--- src/rtl/bird_motion_controller.sv ---
// Bird vertical motion and game-phase sequencer: per-frame gravity/flap physics,
// ceiling/floor clamping, and the IDLE/PLAYING/DYING/DEAD state machine.
module bird_motion_controller #(
  parameter int SCREEN_HEIGHT  = 480,
  parameter int BIRD_HEIGHT    = 35,
  parameter int START_Y        = 200,
  parameter int GRAVITY        = 1,
  parameter int FLAP_VELOCITY  = 8,
  parameter int MAX_FALL_SPEED = 10
) (
  input  logic        clk,
  input  logic        reset,
  input  logic        frame_tick,
  input  logic        flap,
  input  logic        collision,
  output logic [31:0] bird_top_edge,
  output logic [7:0]  velocity,
  output logic [1:0]  game_state,
  output logic        update_done
);

  typedef enum logic [1:0] {
    IDLE    = 2'd0,
    PLAYING = 2'd1,
    DYING   = 2'd2,
    DEAD    = 2'd3
  } state_t;

  localparam logic signed [10:0] FLOOR_S    = 11'(SCREEN_HEIGHT - BIRD_HEIGHT);
  localparam logic signed [10:0] GRAVITY_S  = 11'(GRAVITY);
  localparam logic signed [10:0] FLAP_S     = 11'(FLAP_VELOCITY);
  localparam logic signed [10:0] MAX_FALL_S = 11'(MAX_FALL_SPEED);
  localparam logic [8:0]         START_POS  = 9'(START_Y);

  state_t            state_q, state_d;
  logic [8:0]        pos_q, pos_d;
  logic signed [7:0] vel_q, vel_d;
  logic              flap_p1;
  logic              flap_pending;
  logic              flap_edge;
  logic              flap_any;
  logic              flap_eff;
  logic              do_update;
  logic signed [10:0] vel_ext;
  logic signed [10:0] vel_cand;
  logic signed [10:0] pos_next;

  // Downward speed cap; upward speeds pass through untouched.
  function automatic logic signed [10:0] sat_fall(input logic signed [10:0] v);
    if (v > MAX_FALL_S) return MAX_FALL_S;
    return v;
  endfunction

  assign flap_edge = flap & ~flap_p1;
  assign flap_any  = flap_pending | flap_edge;
  // A flap only counts when starting from IDLE or while alive and not colliding.
  assign flap_eff  = flap_any & ((state_q == IDLE) | ((state_q == PLAYING) & ~collision));

  assign vel_ext  = {{3{vel_q[7]}}, vel_q};
  assign vel_cand = flap_eff ? -FLAP_S : sat_fall(vel_ext + GRAVITY_S);
  assign pos_next = $signed({2'b00, pos_q}) + vel_cand;

  always_comb begin
    state_d   = state_q;
    pos_d     = pos_q;
    vel_d     = vel_q;
    do_update = 1'b0;
    unique case (state_q)
      IDLE: begin
        if (frame_tick && flap_any) begin
          state_d   = PLAYING;
          do_update = 1'b1;
        end
      end
      PLAYING: begin
        if (collision) state_d = DYING;
        do_update = frame_tick;
      end
      DYING: begin
        do_update = frame_tick;
      end
      DEAD: begin
        if (frame_tick && flap_any) begin
          state_d = IDLE;
          pos_d   = START_POS;
          vel_d   = '0;
        end
      end
      default: state_d = IDLE;
    endcase
    // Floor hit overrides whatever state transition was chosen above.
    if (do_update) begin
      if (pos_next < 11'sd0) begin
        pos_d = '0;
        vel_d = '0;
      end else if (pos_next >= FLOOR_S) begin
        pos_d   = FLOOR_S[8:0];
        vel_d   = '0;
        state_d = DEAD;
      end else begin
        pos_d = pos_next[8:0];
        vel_d = vel_cand[7:0];
      end
    end
  end

  // Registered state, physics and flap tracking
  always_ff @(posedge clk) begin
    if (reset) begin
      state_q      <= IDLE;
      pos_q        <= START_POS;
      vel_q        <= '0;
      flap_p1      <= 1'b0;
      flap_pending <= 1'b0;
      update_done  <= 1'b0;
    end else begin
      state_q      <= state_d;
      pos_q        <= pos_d;
      vel_q        <= vel_d;
      flap_p1      <= flap;
      flap_pending <= frame_tick ? 1'b0 : (flap_pending | flap_edge);
      update_done  <= frame_tick;
    end
  end

  assign bird_top_edge = {23'd0, pos_q};
  assign velocity      = vel_q;
  assign game_state    = state_q;

endmodule

--- config.mk ---
export PLATFORM = sky130hd
export DESIGN_NAME = bird_motion_controller
export DESIGN_NICKNAME = d
export VERILOG_FILES = /design/src/rtl/bird_motion_controller.sv
export SDC_FILE = /design/constraint.sdc
export NUM_CORES = 1
export LEC_CHECK = 0
export ABC_AREA = 1
export BUFFER_PORTS_ARGS = -buffer_cell sky130_fd_sc_hd__buf_2
export CAP_MARGIN = 20
export CELL_PAD_IN_SITES_DETAIL_PLACEMENT = 1
export CELL_PAD_IN_SITES_GLOBAL_PLACEMENT = 1
export CORE_MARGIN = 2
export CORE_UTILIZATION = 40
export DETAILED_ROUTE_END_ITERATION = 10
export PLACE_DENSITY_LB_ADDON = 0.1
export SETUP_SLACK_MARGIN = 0.02
export SKIP_CTS_REPAIR_TIMING = 1
export SLEW_MARGIN = 20
export SYNTH_ARGS = -nofsm -noshare
export SYNTH_HDL_FRONTEND = slang
export SYNTH_SLANG_ARGS = --single-unit
--- constraint.sdc ---
create_clock -name clk -period 9.4 [get_ports clk]
set_input_delay 1.88 -clock clk [delete_from_list [all_inputs] [get_ports clk]]
set_output_delay 1.88 -clock clk [all_outputs]
set_load 0.02 [all_outputs]
==> Implementation_results.wiki <==
{| class="wikitable"
! Metric !! Value
|-
| Die Area || 5904 um^2
|-
| Final setup fails || 0
|-
| Switching power || 453.6 uW
|-
| Top-Level Pins || 48
|-
| Final Core Density || 0.4444
|-
| Post-synth design cell area || 2122 um^2
|-
| Maximum number of pins on one net before global-route repair || 23
|-
| Total power density per cell area || 358.5 nW/um^2
|-
| Cell accounting for the most synthesized area || sky130_fd_sc_hd__dfxtp_1
|-
| Final wirelength || 5.555 mm
|-
| Starting utilization of the core area || 0.4155
|-
| Sequential share of power || 0.179
|-
| Share of total power in combinational logic || 0.711
|-
| Max IR drop VDD || 158.8 uV
|-
| Filler cell count in the final layout || 737
|-
| Largest driver fanout on the critical path || 8
|-
| Initial antenna violation count || 0
|-
| Global-route wire length before repair || 9.370 mm
|-
| Run status || finished clean
|-
| Top cells by area, synth || sky130_fd_sc_hd__dfxtp_1 (21%), sky130_fd_sc_hd__nand2_1 (15%), sky130_fd_sc_hd__ha_1 (9.4%)
|-
| Clock sink total || 22
|-
| Cell at the root of the clock tree || sky130_fd_sc_hd__clkbuf_8
|-
| Number of library cell types mapped by synthesis || 29
|-
| Portion of synthesized cell area occupied by the leading cell type || 0.2075
|-
| Internal Pwr Total || 360.1 uW
|-
| Pleak || 0.001223 uW
|-
| Antenna Cells || 0
|-
| Clock network fraction of total power || 0.110
|-
| Type of element launching the critical path || input port
|-
| HP Class || reg2reg
|-
| Data required, critical path || 9.61 ns
|-
| Final Max Slew Viols || 0
|-
| Mapped Cells || 336
|-
| Iter 0 DRT Violations || 101
|-
| Average instance area after synthesis || 6.316 um^2
|-
| Wire length per cell || 12.98 um
|-
| Switching portion of total power || 0.5575
|-
| Final sum of negative setup slack || 0 ns
|-
| Core footprint || 5107 um^2
|-
| Setup repair after global routing missed its margin || no
|-
| Clock-pin transition on the worst setup and hold timing paths || 0.09 ns
|-
| Yosys warnings || 0
|-
| Worst setup EP type || register
|-
| Number of global-route vias before repair || 1,903
|-
| Count of state elements after synthesis || 22
|-
| Category of the most critical setup path || in2reg
|-
| Maximum clock path buffer count || 2
|-
| GR Overflow Total || 0
|-
| Sequential share of the synthesized area || 0.2075
|-
| CTS H-tree depth || 1
|-
| Achievable clock frequency || 232.7 MHz
|-
| Via count || 2,014
|-
| Final clock period utilization by the worst path || 0.4571
|-
| Via-to-Cell Ratio || 4.706
|-
| Share of post-route cells with drive strength above 1 || 0.1397
|-
| Total CTS buffers || 3
|-
| Number of remaining DRC errors || 0
|-
| GRT Resource Usage Total || 0.1958
|-
| Vert. Die Dim || 76.84 um
|-
| Buffers on Ports || 24
|-
| Hold Violations, Final || 0
|-
| Detailed-placement wirelength estimate || 4.566 mm
|-
| Global placer's final weighted congestion || 0.8738
|-
| Detail Route Antenna Nets || 0
|-
| Max-Cap Viols || 0
|-
| Min Tclk post-route || 4.297 ns
|-
| Router iterations before antenna repair || 4
|-
| CP arrival || 4.50 ns
|-
| FF-to-FF setup slack || 5.55 ns
|-
| Clock latency reported for the late side of the worst-skew pair || 0.27 ns
|-
| Relative area change from synthesis to final layout || 6.958%
|-
| Max Clock Skew || 0.008479 ns
|-
| Cell row count || 26
|-
| Horizontal die dimension || 76.84 um
|-
| Clock tree from TritonCTS || built
|-
| Net count of the finished layout || 381
|}
cell type report:
class,instances,area [um^2],share of cell area
sequential,22,440.4,0.1940
inverter,56,210.2,0.09261
clock buffer,3,41.29,0.01819
multi-input combinational,252,1340,0.5904
tap,70,87.58,0.03859
clock inverter,1,30.03,0.01323
timing repair buffer,24,120.1,0.05292
power groups by stage:
stage	sequential (uW)	combinational [uW]	clock, uW
finish	145	579	89.5
global route	151	658	96.0
CTS	146	584	91.8
detailed placement	148	580	0
global placement	148	569	0
floorplan	172	427	0
kinds of logic after synthesis:
kind of cell | Yosys count | synth area share
simple gates | 173 | 0.3756
buf+inv | 84 | 0.1999
compound gates | 37 | 0.1032
flops | 22 | 0.2075
fa+ha+maj | 17 | 0.1038
xor+xnor | 2 | 0.008256
other cells | 1 | 0.001767
cells in the mapped netlist:
library cell,instances
sky130_fd_sc_hd__xor2_1,1
sky130_fd_sc_hd__inv_2,3
sky130_fd_sc_hd__conb_1,1
sky130_fd_sc_hd__dfxtp_1,22
sky130_fd_sc_hd__nand2_4,4
sky130_fd_sc_hd__o21ai_2,1
sky130_fd_sc_hd__nand2_1,86
sky130_fd_sc_hd__nand2_2,7
sky130_fd_sc_hd__nand3_2,2
sky130_fd_sc_hd__nand3b_1,2
sky130_fd_sc_hd__nand4_4,1
sky130_fd_sc_hd__ha_1,16
sky130_fd_sc_hd__nor2_1,39
sky130_fd_sc_hd__fa_1,1
sky130_fd_sc_hd__nor2_4,2
sky130_fd_sc_hd__o21ai_0,7
sky130_fd_sc_hd__nand3_1,22
sky130_fd_sc_hd__or2_2,1
sky130_fd_sc_hd__nand4_1,7
sky130_fd_sc_hd__clkbuf_1,2
sky130_fd_sc_hd__buf_4,23
sky130_fd_sc_hd__xnor2_1,1
sky130_fd_sc_hd__buf_6,3
sky130_fd_sc_hd__a21oi_1,22
sky130_fd_sc_hd__inv_1,53
sky130_fd_sc_hd__a22oi_1,3
sky130_fd_sc_hd__o31ai_1,2
sky130_fd_sc_hd__o21bai_4,1
sky130_fd_sc_hd__a221oi_1,1
routing by layer:
layer / part of all wire / wire [um] / global-route usage
met5: 0 / 0 / 0
met1: 0.51 / 2817 / 0.2835
met4: 0.011 / 63 / 0.05273
met3: 0.033 / 185 / 0.02706
met2: 0.45 / 2487 / 0.3026
worst paths after layout:
path,endpoint,cells past startpoint,from
worst max-delay path,pos_q[5],20,flap
worst min-delay path,pos_q[0],2,pos_q[0]
worst max register to register,pos_q[5],23,velocity[0]
worst min register to register,pos_q[0],2,pos_q[0]
state kept, by name (all words and copies together), names as in the netlist:
| register | count |
|---|---|
| flap_pending | 1 |
| game_state | 2 |
| flap_p1 | 1 |
| pos_q | 9 |
| update_done | 1 |
| velocity | 8 |
through the flow:
stage / std cells / hold WS [ns] / setup slack [ns] / total power (uW) / cell area [um^2]
detailed placement: 424 / 0.4911 / 4.817 / 727.7 / 2198
floorplan: 358 / 0.5558 / 5.458 / 598.5 / 2205
CTS: 428 / 0.5033 / 5.090 / 821.4 / 2270
global placement: 424 / 0.4739 / 4.889 / 716.6 / 2198
global route: 428 / 0.5472 / 4.826 / 904.2 / 2270
finish: 428 / 0.5047 / 5.103 / 813.7 / 2270
critical path: stages:
cell                       delay (ns)
sky130_fd_sc_hd__buf_2           0.09
sky130_fd_sc_hd__inv_1           0.10
sky130_fd_sc_hd__o21bai_4        0.09
sky130_fd_sc_hd__nand2_4         0.13
sky130_fd_sc_hd__nand3_1         0.13
sky130_fd_sc_hd__inv_1           0.09
sky130_fd_sc_hd__ha_1            0.20
sky130_fd_sc_hd__inv_1           0.07
sky130_fd_sc_hd__fa_1            0.40
sky130_fd_sc_hd__inv_1           0.15
sky130_fd_sc_hd__nand3_1         0.11
sky130_fd_sc_hd__nand2_1         0.11
sky130_fd_sc_hd__nand2_1         0.09
sky130_fd_sc_hd__nand3_1         0.07
sky130_fd_sc_hd__nand2_1         0.08
sky130_fd_sc_hd__nor2_1          0.13
sky130_fd_sc_hd__nand2_2         0.15
sky130_fd_sc_hd__nand2_2         0.11
sky130_fd_sc_hd__nand3_2         0.13
sky130_fd_sc_hd__a21oi_1         0.18
layout by cell type, fill, tap and decap left out, types with 2 or more instances in the layout:
cell | Yosys | layout
sky130_fd_sc_hd__nor2_4 | 2 | 2
sky130_fd_sc_hd__buf_2 | 0 | 24
sky130_fd_sc_hd__nand3_1 | 22 | 22
sky130_fd_sc_hd__dfxtp_1 | 22 | 22
sky130_fd_sc_hd__o31ai_1 | 2 | 2
sky130_fd_sc_hd__nand2_1 | 86 | 86
sky130_fd_sc_hd__a21oi_1 | 22 | 22
sky130_fd_sc_hd__clkbuf_8 | 0 | 3
sky130_fd_sc_hd__nand3b_1 | 2 | 2
sky130_fd_sc_hd__o21ai_0 | 7 | 7
sky130_fd_sc_hd__nand4_1 | 7 | 7
sky130_fd_sc_hd__nand2_4 | 4 | 4
sky130_fd_sc_hd__inv_1 | 53 | 53
sky130_fd_sc_hd__a22oi_1 | 3 | 3
sky130_fd_sc_hd__conb_1 | 1 | 23
sky130_fd_sc_hd__nand2_2 | 7 | 7
sky130_fd_sc_hd__nor2_1 | 39 | 39
sky130_fd_sc_hd__nand3_2 | 2 | 2
sky130_fd_sc_hd__inv_2 | 3 | 3
sky130_fd_sc_hd__ha_1 | 16 | 16
Power figures use the tool's default switching activity.
